===== src/rtl/game_pkg.sv =====
// rtl/game_pkg.sv - shared constants, lane types and lane helper functions for the input stage
package game_pkg;

  // Lane count is fixed by the game board: four lane buttons.
  localparam int NUM_LANES = 4;

  // 10 ms of stable input at the 25 MHz game clock.
  localparam int DEBOUNCE_CYCLES_DEFAULT = 250000;
  localparam int CNT_W_DEFAULT = 18;

  // Bit positions of each lane inside a lane vector (bit0 = button_1).
  localparam int LANE_1 = 0;
  localparam int LANE_2 = 1;
  localparam int LANE_3 = 2;
  localparam int LANE_4 = 3;

  typedef logic [NUM_LANES-1:0] lane_vec_t;

  // One-hot of the lowest-index set bit; zero when nothing is set.
  function automatic lane_vec_t lowest_lane(input lane_vec_t v);
    lane_vec_t r;
    r = '0;
    for (int i = NUM_LANES - 1; i >= 0; i--) begin
      if (v[i]) begin
        r = '0;
        r[i] = 1'b1;
      end
    end
    return r;
  endfunction

  // True when more than one bit of the vector is set.
  function automatic logic multi_lane(input lane_vec_t v);
    return (v & (v - lane_vec_t'(1))) != '0;
  endfunction

endpackage


===== src/rtl/debounce_cell.sv =====
// rtl/debounce_cell.sv - 2-flop synchroniser, counter debounce and rising-edge detect for one button
module debounce_cell
  import game_pkg::*;
#(
  parameter int DEBOUNCE_CYCLES = DEBOUNCE_CYCLES_DEFAULT,
  parameter int CNT_W           = CNT_W_DEFAULT
) (
  input  logic clk,
  input  logic rst,
  input  logic raw,
  output logic level,
  output logic rise
);

  // Last count value before a pending level change is accepted.
  localparam logic [CNT_W-1:0] CNT_LAST = CNT_W'(DEBOUNCE_CYCLES - 1);

  logic             sync1_q, sync1_d;
  logic             sync2_q, sync2_d;
  logic             stable_q, stable_d;
  logic             stable_dly_q, stable_dly_d;
  logic [CNT_W-1:0] cnt_q, cnt_d;

  // Next-state: synchronise, count consecutive disagreeing cycles, accept after a full window.
  always_comb begin
    sync1_d      = raw;
    sync2_d      = sync1_q;
    stable_dly_d = stable_q;
    stable_d     = stable_q;
    cnt_d        = cnt_q;
    if (sync2_q == stable_q) begin
      // Any agreement, even one cycle, restarts the window so glitches never land.
      cnt_d = '0;
    end else if (cnt_q == CNT_LAST) begin
      stable_d = sync2_q;
      cnt_d    = '0;
    end else begin
      cnt_d = cnt_q + 1'b1;
    end
  end

  // State register; every flop clears as soon as reset asserts.
  always_ff @(posedge clk or posedge rst) begin
    if (rst) begin
      sync1_q      <= 1'b0;
      sync2_q      <= 1'b0;
      stable_q     <= 1'b0;
      stable_dly_q <= 1'b0;
      cnt_q        <= '0;
    end else begin
      sync1_q      <= sync1_d;
      sync2_q      <= sync2_d;
      stable_q     <= stable_d;
      stable_dly_q <= stable_dly_d;
      cnt_q        <= cnt_d;
    end
  end

  assign level = stable_q;
  assign rise  = stable_q & ~stable_dly_q;

endmodule


===== src/rtl/button_conditioner.sv =====
// rtl/button_conditioner.sv - lane/start button conditioning with a one-entry pending press for pix_gen
module button_conditioner
  import game_pkg::*;
#(
  parameter int DEBOUNCE_CYCLES = DEBOUNCE_CYCLES_DEFAULT,
  parameter int CNT_W           = CNT_W_DEFAULT
) (
  input  logic                 clk,
  input  logic                 rst,
  input  logic [NUM_LANES-1:0] btn_lane,
  input  logic                 btn_start,
  input  logic                 consume,
  output logic                 press_valid,
  output logic [NUM_LANES-1:0] press_lane,
  output logic                 start_pulse,
  output logic [NUM_LANES-1:0] lane_level,
  output logic                 multi_press,
  output logic                 overrun
);

  // Lanes occupy the low bits; the start button rides on the top bit.
  logic [NUM_LANES:0] raw_all;
  logic [NUM_LANES:0] level_all;
  logic [NUM_LANES:0] rise_all;

  assign raw_all = {btn_start, btn_lane};

  for (genvar gi = 0; gi <= NUM_LANES; gi++) begin : g_db
    debounce_cell #(
      .DEBOUNCE_CYCLES(DEBOUNCE_CYCLES),
      .CNT_W          (CNT_W)
    ) u_db (
      .clk  (clk),
      .rst  (rst),
      .raw  (raw_all[gi]),
      .level(level_all[gi]),
      .rise (rise_all[gi])
    );
  end

  lane_vec_t lane_rise;
  lane_vec_t first_rise;
  logic      any_rise;
  logic      start_rise;

  assign lane_rise  = rise_all[NUM_LANES-1:0];
  assign start_rise = rise_all[NUM_LANES];
  assign any_rise   = |lane_rise;
  assign first_rise = lowest_lane(lane_rise);

  logic      press_valid_q, press_valid_d;
  lane_vec_t press_lane_q, press_lane_d;
  logic      start_pulse_q, start_pulse_d;
  lane_vec_t lane_level_q, lane_level_d;
  logic      multi_press_q, multi_press_d;
  logic      overrun_q, overrun_d;

  // Pending-press priority: consume first (with same-cycle refill), then capture, else drop.
  always_comb begin
    press_valid_d = press_valid_q;
    press_lane_d  = press_lane_q;
    if (press_valid_q && consume) begin
      press_valid_d = any_rise;
      press_lane_d  = first_rise;
    end else if (!press_valid_q && any_rise) begin
      press_valid_d = 1'b1;
      press_lane_d  = first_rise;
    end
    overrun_d     = press_valid_q & ~consume & any_rise;
    multi_press_d = multi_lane(lane_rise);
    start_pulse_d = start_rise;
    lane_level_d  = level_all[NUM_LANES-1:0];
  end

  // Output register; a reset drops any press still pending.
  always_ff @(posedge clk or posedge rst) begin
    if (rst) begin
      press_valid_q <= 1'b0;
      press_lane_q  <= '0;
      start_pulse_q <= 1'b0;
      lane_level_q  <= '0;
      multi_press_q <= 1'b0;
      overrun_q     <= 1'b0;
    end else begin
      press_valid_q <= press_valid_d;
      press_lane_q  <= press_lane_d;
      start_pulse_q <= start_pulse_d;
      lane_level_q  <= lane_level_d;
      multi_press_q <= multi_press_d;
      overrun_q     <= overrun_d;
    end
  end

  assign press_valid = press_valid_q;
  assign press_lane  = press_lane_q;
  assign start_pulse = start_pulse_q;
  assign lane_level  = lane_level_q;
  assign multi_press = multi_press_q;
  assign overrun     = overrun_q;

endmodule


===== config.mk =====
export PLATFORM = sky130hd
export DESIGN_NAME = button_conditioner
export DESIGN_NICKNAME = d
export VERILOG_FILES = /design/src/rtl/game_pkg.sv /design/src/rtl/debounce_cell.sv /design/src/rtl/button_conditioner.sv
export SDC_FILE = /design/constraint.sdc
export NUM_CORES = 1
export LEC_CHECK = 0
export ABC_CLOCK_PERIOD_IN_PS = 4100
export CELL_PAD_IN_SITES_DETAIL_PLACEMENT = 0
export CELL_PAD_IN_SITES_GLOBAL_PLACEMENT = 1
export CORE_UTILIZATION = 49
export CTS_CLUSTER_DIAMETER = 30
export DETAILED_ROUTE_END_ITERATION = 6
export PLACE_DENSITY = 0.87
export SLEW_MARGIN = 30
export SYNTH_ARGS = -nofsm -noshare
export SYNTH_HDL_FRONTEND = slang
export SYNTH_SLANG_ARGS = --single-unit

===== constraint.sdc =====
create_clock -name clk -period 4.1 [get_ports clk]
set_input_delay 0.41 -clock clk [delete_from_list [all_inputs] [get_ports clk]]
set_output_delay 0.41 -clock clk [all_outputs]
set_load 0.01 [all_outputs]

==> results of run 1 <==
==> routing by layer <==
layer | up-vias | routed length [microns] | track usage (%) | part of all wire, %
met5 | - | 0 | 0 | 0
met2 | 72 | 4820 | 30.8 | 47
met1 | 1855 | 4860 | 25.8 | 48
met3 | 16 | 378 | 6.15 | 3.7
li1 | 1916 | - | - | -
met4 | 0 | 163 | 7.83 | 1.6
==> logic make-up after synthesis <==
group                      count (synthesis)  synth area share (%)
AOI/OAI and AO/OA                         29                  4.22
xor gates and xnor gates                  76                  12.1
adders and majority gates                  5                  1.14
buffers and inverters                     33                  2.91
DFF                                      118                  53.6
muxes                                      6                  1.23
and+or+nand+nor                          264                  24.8
==> synth_stat cells, drive strengths merged, types with 9 or more instances <==
| cell type | number | share of area, % |
|---|---|---|
| a21oi | 10 | 0.91 |
| and4 | 9 | 1.4 |
| buf | 10 | 1.3 |
| dfrtp | 118 | 54 |
| inv | 19 | 1.3 |
| nand2 | 24 | 1.6 |
| nand3 | 33 | 3.0 |
| nand4 | 28 | 3.2 |
| nor2 | 96 | 6.5 |
| nor3 | 12 | 1.1 |
| nor4 | 23 | 2.6 |
| or4 | 10 | 1.5 |
| xnor2 | 48 | 7.6 |
| xor2 | 28 | 4.5 |
==> critical path: cells and delay by family, from the launching register on <==
kind	cells	cell delay [ns]
flops	1	0.44
simple gates	3	1.18
compound gates	1	0.40
==> cells in the final DEF (no fill, tap or decap), types with 2 or more instances in the layout <==
| cell | synthesis | final |
|---|---|---|
| nand2b_1 | 2 | 2 |
| clkinvlp_4 | 0 | 3 |
| bufinv_16 | 0 | 2 |
| nor2_1 | 96 | 96 |
| nand3_1 | 33 | 33 |
| o41ai_4 | 1 | 2 |
| or4b_1 | 5 | 5 |
| nand2_1 | 24 | 24 |
| or4_1 | 8 | 8 |
| clkbuf_8 | 0 | 2 |
| and2_1 | 2 | 2 |
| or4_4 | 2 | 2 |
| nor3_1 | 12 | 12 |
| nand4_1 | 28 | 28 |
| or2_2 | 2 | 2 |
| inv_1 | 19 | 18 |
| nor4_1 | 23 | 23 |
| o21ai_4 | 2 | 2 |
| o31ai_1 | 6 | 6 |
| xnor2_1 | 48 | 48 |
| clkinv_2 | 0 | 2 |
| clkbuf_1 | 3 | 5 |
| dfrtp_1 | 118 | 118 |
| or3_1 | 4 | 4 |
| mux2_2 | 6 | 6 |
| nor2b_1 | 7 | 7 |
| buf_4 | 4 | 5 |
| nand3b_1 | 2 | 2 |
| and4_1 | 9 | 9 |
| clkbuf_16 | 0 | 16 |
| clkdlybuf4s50_1 | 0 | 19 |
| xor2_1 | 28 | 28 |
| ha_1 | 5 | 5 |
| o21ai_0 | 6 | 6 |
| a21oi_1 | 10 | 10 |
==> flip-flops by register name, indices dropped and copies added, names as in the netlist <==
name,flops
g_db.u_db.sync1_q,5
multi_press,1
g_db.u_db.level,5
g_db.u_db.sync2_q,5
g_db.u_db.cnt_q,90
lane_level,4
g_db.u_db.stable_dly_q,1
overrun,1
start_pulse,1
press_valid,1
press_lane,4
==> worst min path at each step <==
| stage | start | slack (ns) | to | depth (start not counted) |
|---|---|---|---|---|
| floorplan | g_db[0].u_db.sync1_q | 0.33 | g_db[0].u_db.sync2_q | 0 |
| global placement | g_db[0].u_db.sync1_q | 0.33 | g_db[0].u_db.sync2_q | 0 |
| detailed placement | g_db[1].u_db.sync1_q | 0.33 | g_db[1].u_db.sync2_q | 0 |
| CTS | btn_lane[3] | 0.30 | g_db[3].u_db.sync1_q | 1 |
| global route | btn_start | 0.32 | g_db[4].u_db.sync1_q | 1 |
| finish | btn_lane[3] | 0.33 | g_db[3].u_db.sync1_q | 1 |
==> stage by stage <==
step                instances  area (sq um)
floorplan                 531          5510
detailed placement        680          5820
finish                    712          6390
global route              712          6390
global placement          680          5820
CTS                       711          6370
==> area by class of cell <==
class,instances,share of cell area (%)
Tap cell,140,2.74
Timing Repair Buffer,24,3.56
Clock buffer,23,6.99
Sequential cell,118,46.2
Multi-Input combinational cell,380,37.7
Inverter,19,1.19
Clock inverter,8,1.59
==> power breakdown <==
part / internal [mW] / total [mW] / switching (mW) / leakage [nW]
Sequential: 1.18 / 1.20 / 0.0146 / 1.61
Combinational: 0.0248 / 0.0750 / 0.0502 / 0.731
Clock: 0.874 / 1.37 / 0.492 / 0.258
Total: 2.08 / 2.64 / 0.557 / 2.60
==> metrics.csv, run 1 <==
stage,metric,value,unit
critical_path,Reg2Reg Depth,4,
pwr,VDD IR-drop max,0.000353,V
clock_tree,worst skew pair latency,0.52,ns
critical_path,crit path capture,g_db[3].u_db.cnt_q[13],
die,Die Span Y,108,microns
global_route,total global routing overflow,0,
placed_design,pre-CTS setup slack,1.79,ns
clock_tree,clock root buffer,clkbuf_8,
route,Via Count,3859,
clock_tree,H-Tree Depth,4,
die,die width,108,microns
critical_path,flop-to-flop setup slack,1.94,ns
critical_path,worst reg2reg startpoint,g_db[3].u_db.cnt_q[13],
critical_path,Worst path slowest cell,or4b_1,
route,# DRC,0,
timing,hold_ws,0.331,ns
timing,Tightest Pin Transition,0.717,ns
finish,Multi-input gate area,2410,sq um
finish,Antenna diodes,0,
die,I/O Pins,20,
critical_path,Crit. Startpoint,g_db[3].u_db.cnt_q[13],
min_path,Hold WC Path Type,in -> reg,
logic_synthesis,Mapped Cells,531,
global_route,gr usage total,19.8,%
critical_path,"Req. time, crit path",4.48,ns
critical_path,CP Max Fanout,18,
logic_synthesis,"Seq/Total Area, Yosys",53.6,%
placed_design,Final Wtd Congestion,0.850,
critical_path,crit path cell chain,or4b_1 > or4_4 > o21ai_4 > nor2_1,
placed_design,post-DP HPWL,6880,microns
clock_tree,Post-CTS Setup Inserts,0,
finish,Final Net Count,573,
route,Via density,5.42,
critical_path,critical setup path kind,reg -> reg,
logic_synthesis,Post-Synthesis Cell Area,5510,sq um
finish,total area of sequential cells,2950,sq um
clock_tree,CTS resizes,0,
logic_synthesis,Post-synth EDFFs,0,
logic_synthesis,Netlist cell types,40,
critical_path,worst reg2reg endpoint,g_db[3].u_db.cnt_q[13],
finish,Layout area overhead,15.9,%
pwr,post-route total power,2.64,mW
timing,Slew headroom,51.7,%
global_route,largest net degree at the start of global routing,73,
timing,TNS Setup,0,ns
critical_path,Worst setup SP type,flop,
timing,final worst slack,1.94,ns
timing,unrepaired setup endpoints after global routing,no,
route,Final ANT Viol Nets,0,
clock_tree,CTS sink cnt,118,
timing,clk_skew,0.00706,ns
clock_tree,register clock-pin slew on the reported worst setup and hold paths,0.06,ns
die,Rows,38,
critical_path,Critical Path AT,2.54,ns
finish,end-of-flow core utilization,58.7,%
clock_tree,TritonCTS clock tree,built,
critical_path,"slowest stage delay, CP",0.54,ns
timing,fmax,463,MHz
global_route,first-pass GRT wire length,17800,microns
critical_path,CP endpoint kind,flop,
run,Max-cap violations,0,
route,final WL,10200,microns
route,Avg WL per Cell,14.4,microns
timing,Setup-failing EPs final,0,
clock_tree,hold buffer count at cts,0,
pwr,Pwr Density,413,nW/um^2
placed_design,PortBufs,19,
finish,number of fill cells,945,
logic_synthesis,Post-Syn Nets,544,
die,initial core utilization,50.6,%
timing,Final Slew Violations,0,
die,CORE AREA,10900,sq um
global_route,initial antenna violation count,0,
logic_synthesis,most common flop cell mapped by yosys,dfrtp_1,
route,TritonRoute pass-1 iters,4,
global_route,number of global-route vias before repair,3840,
route,DR iter-0 viols,139,
clock_tree,CTS max path bufs,2,
logic_synthesis,asr flop ratio synth,100,%
finish,layout cells sized above 1,8.39,%
pwr,Leakage Power,2.60,nW
die,area of the die,11700,sq um
logic_synthesis,"Avg Cell Area, Syn",10.4,sq um
clock_tree,TritonCTS Buffers,17,
timing,Fin. Hold Viols,0,
logic_synthesis,"flops & latches, synth",118,
logic_synthesis,YS warnings,0,
timing,ratio of final minimum period to clock period,52.7,%
timing,fin crit period,2.16,ns
status,status,completed,
Power figures use the tool's default switching activity.
==> run 2, diff against run 1 <==
--- a/config.mk
+++ b/config.mk
@@ -5,7 +5,7 @@
 export SDC_FILE = /design/constraint.sdc
 export NUM_CORES = 1
 export LEC_CHECK = 0
-export ABC_CLOCK_PERIOD_IN_PS = 4100
+export ABC_CLOCK_PERIOD_IN_PS = 2000
 export CELL_PAD_IN_SITES_DETAIL_PLACEMENT = 0
 export CELL_PAD_IN_SITES_GLOBAL_PLACEMENT = 1
 export CORE_UTILIZATION = 49
==> constraint.sdc (replaced) <==
create_clock -name clk -period 2 [get_ports clk]
set_input_delay 0.2 -clock clk [delete_from_list [all_inputs] [get_ports clk]]
set_output_delay 0.2 -clock clk [all_outputs]
set_load 0.01 [all_outputs]
==> metrics.csv, run 2 (synthesized netlist as in run 1, its figures left out) <==
stage,metric,value,unit,change
status,status,completed,,
run,Max-cap violations,0,,unchanged
critical_path,CP Max Fanout,2,,-16
timing,Final Slew Violations,0,,unchanged
die,Rows,38,,unchanged
timing,final worst slack,0.0198,ns,-1.92 ns
placed_design,Final Wtd Congestion,0.813,,-4.3%
critical_path,critical setup path kind,reg -> reg,,
route,Final ANT Viol Nets,0,,unchanged
timing,unrepaired setup endpoints after global routing,yes,,
clock_tree,CTS sink cnt,118,,unchanged
timing,TNS Setup,0,ns,unchanged
clock_tree,TritonCTS clock tree,built,,
finish,layout cells sized above 1,15.6,%,+7.2 points
placed_design,PortBufs,19,,unchanged
timing,fmax,505,MHz,+9.2%
finish,end-of-flow core utilization,62.0,%,+3.3 points
finish,total area of sequential cells,2950,sq um,unchanged
placed_design,dpl cells,718,,+5.6%
route,# DRC,0,,unchanged
route,DR iter-0 viols,228,,+64%
route,Via density,5.43,,+0.25%
timing,Fin. Hold Viols,0,,unchanged
pwr,sequential power share,44.6,%,-0.8 points
pwr,Pwr Density,815,nW/um^2,+97%
pwr,post-route total power,5.50,mW,+110%
finish,"most common cell after layout, fill and taps aside",dfrtp_1,,
die,area of the die,11700,sq um,unchanged
route,Via Count,4075,,+5.6%
global_route,initial antenna violation count,0,,unchanged
finish,Final Net Count,610,,+6.5%
die,initial core utilization,50.6,%,unchanged
critical_path,Reg2Reg Depth,4,,unchanged
clock_tree,register clock-pin slew on the reported worst setup and hold paths,0.06,ns,about the same
route,TritonRoute pass-1 iters,4,,unchanged
timing,fin crit period,1.98,ns,-0.182 ns
global_route,first-pass GRT wire length,19000,microns,+7.3%
timing,ratio of final minimum period to clock period,99.0,%,+46 points
critical_path,worst reg2reg endpoint,g_db[3].u_db.level,,
finish,max reg flops,90,,unchanged
critical_path,WP buf/inv,0,,unchanged
route,Avg WL per Cell,14.5,microns,+1.2%
critical_path,Worst setup SP type,flop,,
placed_design,Placed Area,6150,sq um,+5.7%
global_route,number of global-route vias before repair,4144,,+7.9%
critical_path,worst reg2reg startpoint,g_db[3].u_db.cnt_q[11],,
min_path,Hold WC Path Type,in -> async,,
die,CORE AREA,10900,sq um,unchanged
die,die width,108,microns,unchanged
clock_tree,hold buffer count at cts,0,,unchanged
finish,Final Instance Area,6750,sq um,+5.6%
placed_design,pre-CTS setup slack,-0.0126,ns,-1.81 ns
critical_path,CP endpoint kind,flop,,
clock_tree,TritonCTS Buffers,17,,unchanged
global_route,gr usage total,21.5,%,+1.6 points
placed_design,post-DP HPWL,7400,microns,+7.6%
finish,Multi-input gate area,2430,sq um,+0.83%
critical_path,"slowest stage delay, CP",0.56,ns,+0.02 ns
global_route,largest net degree at the start of global routing,48,,-34%
pwr,VDD IR-drop max,0.000685,V,+94%
timing,clk_skew,0.00514,ns,-0.00191 ns
finish,largest register by flop count,g_db.u_db.cnt_q,,
route,final WL,10900,microns,+6.6%
clock_tree,H-Tree Depth,4,,unchanged
timing,Tightest Pin Transition,0.510,ns,-0.207 ns
clock_tree,CTS max path bufs,2,,unchanged
timing,hold_ws,0.0635,ns,-0.267 ns
pwr,Comb pwr share,3.1,%,+0.3 points
pwr,Power Internal,4.26,mW,+100%
clock_tree,clock root buffer,clkbuf_8,,
finish,Post-Layout Cell Count,750,,+5.3%
clock_tree,worst skew pair latency,0.52,ns,about the same
timing,Setup-failing EPs final,0,,unchanged
timing,Slew headroom,65.9,%,+14 points
pwr,clock network power share,52.2,%,+0.4 points
pwr,Net Sw Frac,22.5,%,+1.4 points
finish,Antenna diodes,0,,unchanged
critical_path,kind of cell adding the most delay to the critical path,simple AND/OR/NAND/NOR gates,,
clock_tree,Post-CTS Setup Inserts,0,,unchanged
global_route,total global routing overflow,0,,unchanged
die,I/O Pins,20,,unchanged
critical_path,Critical Path AT,2.39,ns,-0.15 ns
critical_path,crit path cell chain,or4_1 > or4_4 > nor2_4 > mux2_4,,
pwr,switching power,1.24,mW,+120%
critical_path,flop-to-flop setup slack,0.02,ns,-1.92 ns
critical_path,Worst path slowest cell,or4_4,,
finish,Layout area overhead,22.4,%,
critical_path,"Req. time, crit path",2.41,ns,-2.07 ns
finish,number of fill cells,860,,-9.0%
pwr,Leakage Power,2.80,nW,+7.5%
die,Die Span Y,108,microns,unchanged
finish,most frequent cells in the layout,"118 x dfrtp_1, 93 x nor2_1, 48 x xnor2_1, 39 x buf_4, 33 x nand3_1",,
==> run 2: changes by cell type in the layout (fill, tap and decap cells not counted), sizes merged <==
| cell | change |
|---|---|
| buf | +37 |
| clkbuf | -6 |
| clkinv | +5 |
| clkinvlp | +2 |
==> run 2: power by group through the flow <==
| stage | Clock [mW] | Combinational [mW] | Sequential, mW |
|---|---|---|---|
| finish | 2.87 | 0.172 | 2.45 |
| global route | 3.07 | 0.202 | 2.46 |
| CTS | 2.94 | 0.178 | 2.45 |
| detailed placement | 0 | 0.176 | 2.50 |
| global placement | 0 | 0.171 | 2.49 |
| floorplan | 0 | 0.111 | 2.49 |
==> run 2: area by class of cell <==
cell class / count / share of cell area, %
sequential: 118 / 43.8
multi-input combinational: 380 / 36.0
timing repair buffer: 61 / 8.05
clock buffer: 17 / 6.14
tap: 140 / 2.60
clock inverter: 15 / 2.34
inverter: 19 / 1.11
==> run 2: worst register-to-register path, stage by stage (launching register included) <==
cell	delay [ns]
dfrtp_1	0.37
or4_1	0.51
or4_4	0.56
nor2_4	0.13
mux2_4	0.29
==> run 2: repair_timing <==
item                       CTS  global route
gates resized for setup      2             4
setup endpoints to repair    1            10
pin swaps                    0             1
==> run 2: routing by layer <==
| layer | up-vias | part of all wire, % | GRT usage [%] |
|---|---|---|---|
| met2 | 72 | 51 | 35.6 |
| met5 | - | 0 | 0 |
| li1 | 1992 | - | - |
| met1 | 2000 | 44 | 26.2 |
| met4 | 0 | 1.3 | 8.51 |
| met3 | 11 | 3.6 | 6.45 |
==> run 2: worst max-delay path by stage <==
stage	start	endpoint	slack, ns	depth (start not counted)
after CTS	g_db[3].u_db.cnt_q[11]	g_db[3].u_db.level	0.003	4
final	g_db[3].u_db.cnt_q[11]	g_db[3].u_db.level	0.02	4
after floorplan	g_db[2].u_db.cnt_q[13]	g_db[2].u_db.level	0.009	4
after global routing	g_db[2].u_db.cnt_q[13]	g_db[2].u_db.level	-0.04	4
after global placement	g_db[2].u_db.cnt_q[13]	g_db[2].u_db.level	0.009	4
after detailed placement	g_db[2].u_db.cnt_q[13]	g_db[2].u_db.level	-0.01	4
==> run 3, diff against run 2 <==
--- a/config.mk
+++ b/config.mk
@@ -9,10 +9,9 @@
 export CELL_PAD_IN_SITES_DETAIL_PLACEMENT = 0
 export CELL_PAD_IN_SITES_GLOBAL_PLACEMENT = 1
 export CORE_UTILIZATION = 49
-export CTS_CLUSTER_DIAMETER = 30
+export CTS_CLUSTER_DIAMETER = 80
 export DETAILED_ROUTE_END_ITERATION = 6
 export PLACE_DENSITY = 0.87
-export SLEW_MARGIN = 30
 export SYNTH_ARGS = -nofsm -noshare
 export SYNTH_HDL_FRONTEND = slang
 export SYNTH_SLANG_ARGS = --single-unit
==> results of run 3 <==
Final layout, timing and power as in run 2 (identical DEF).
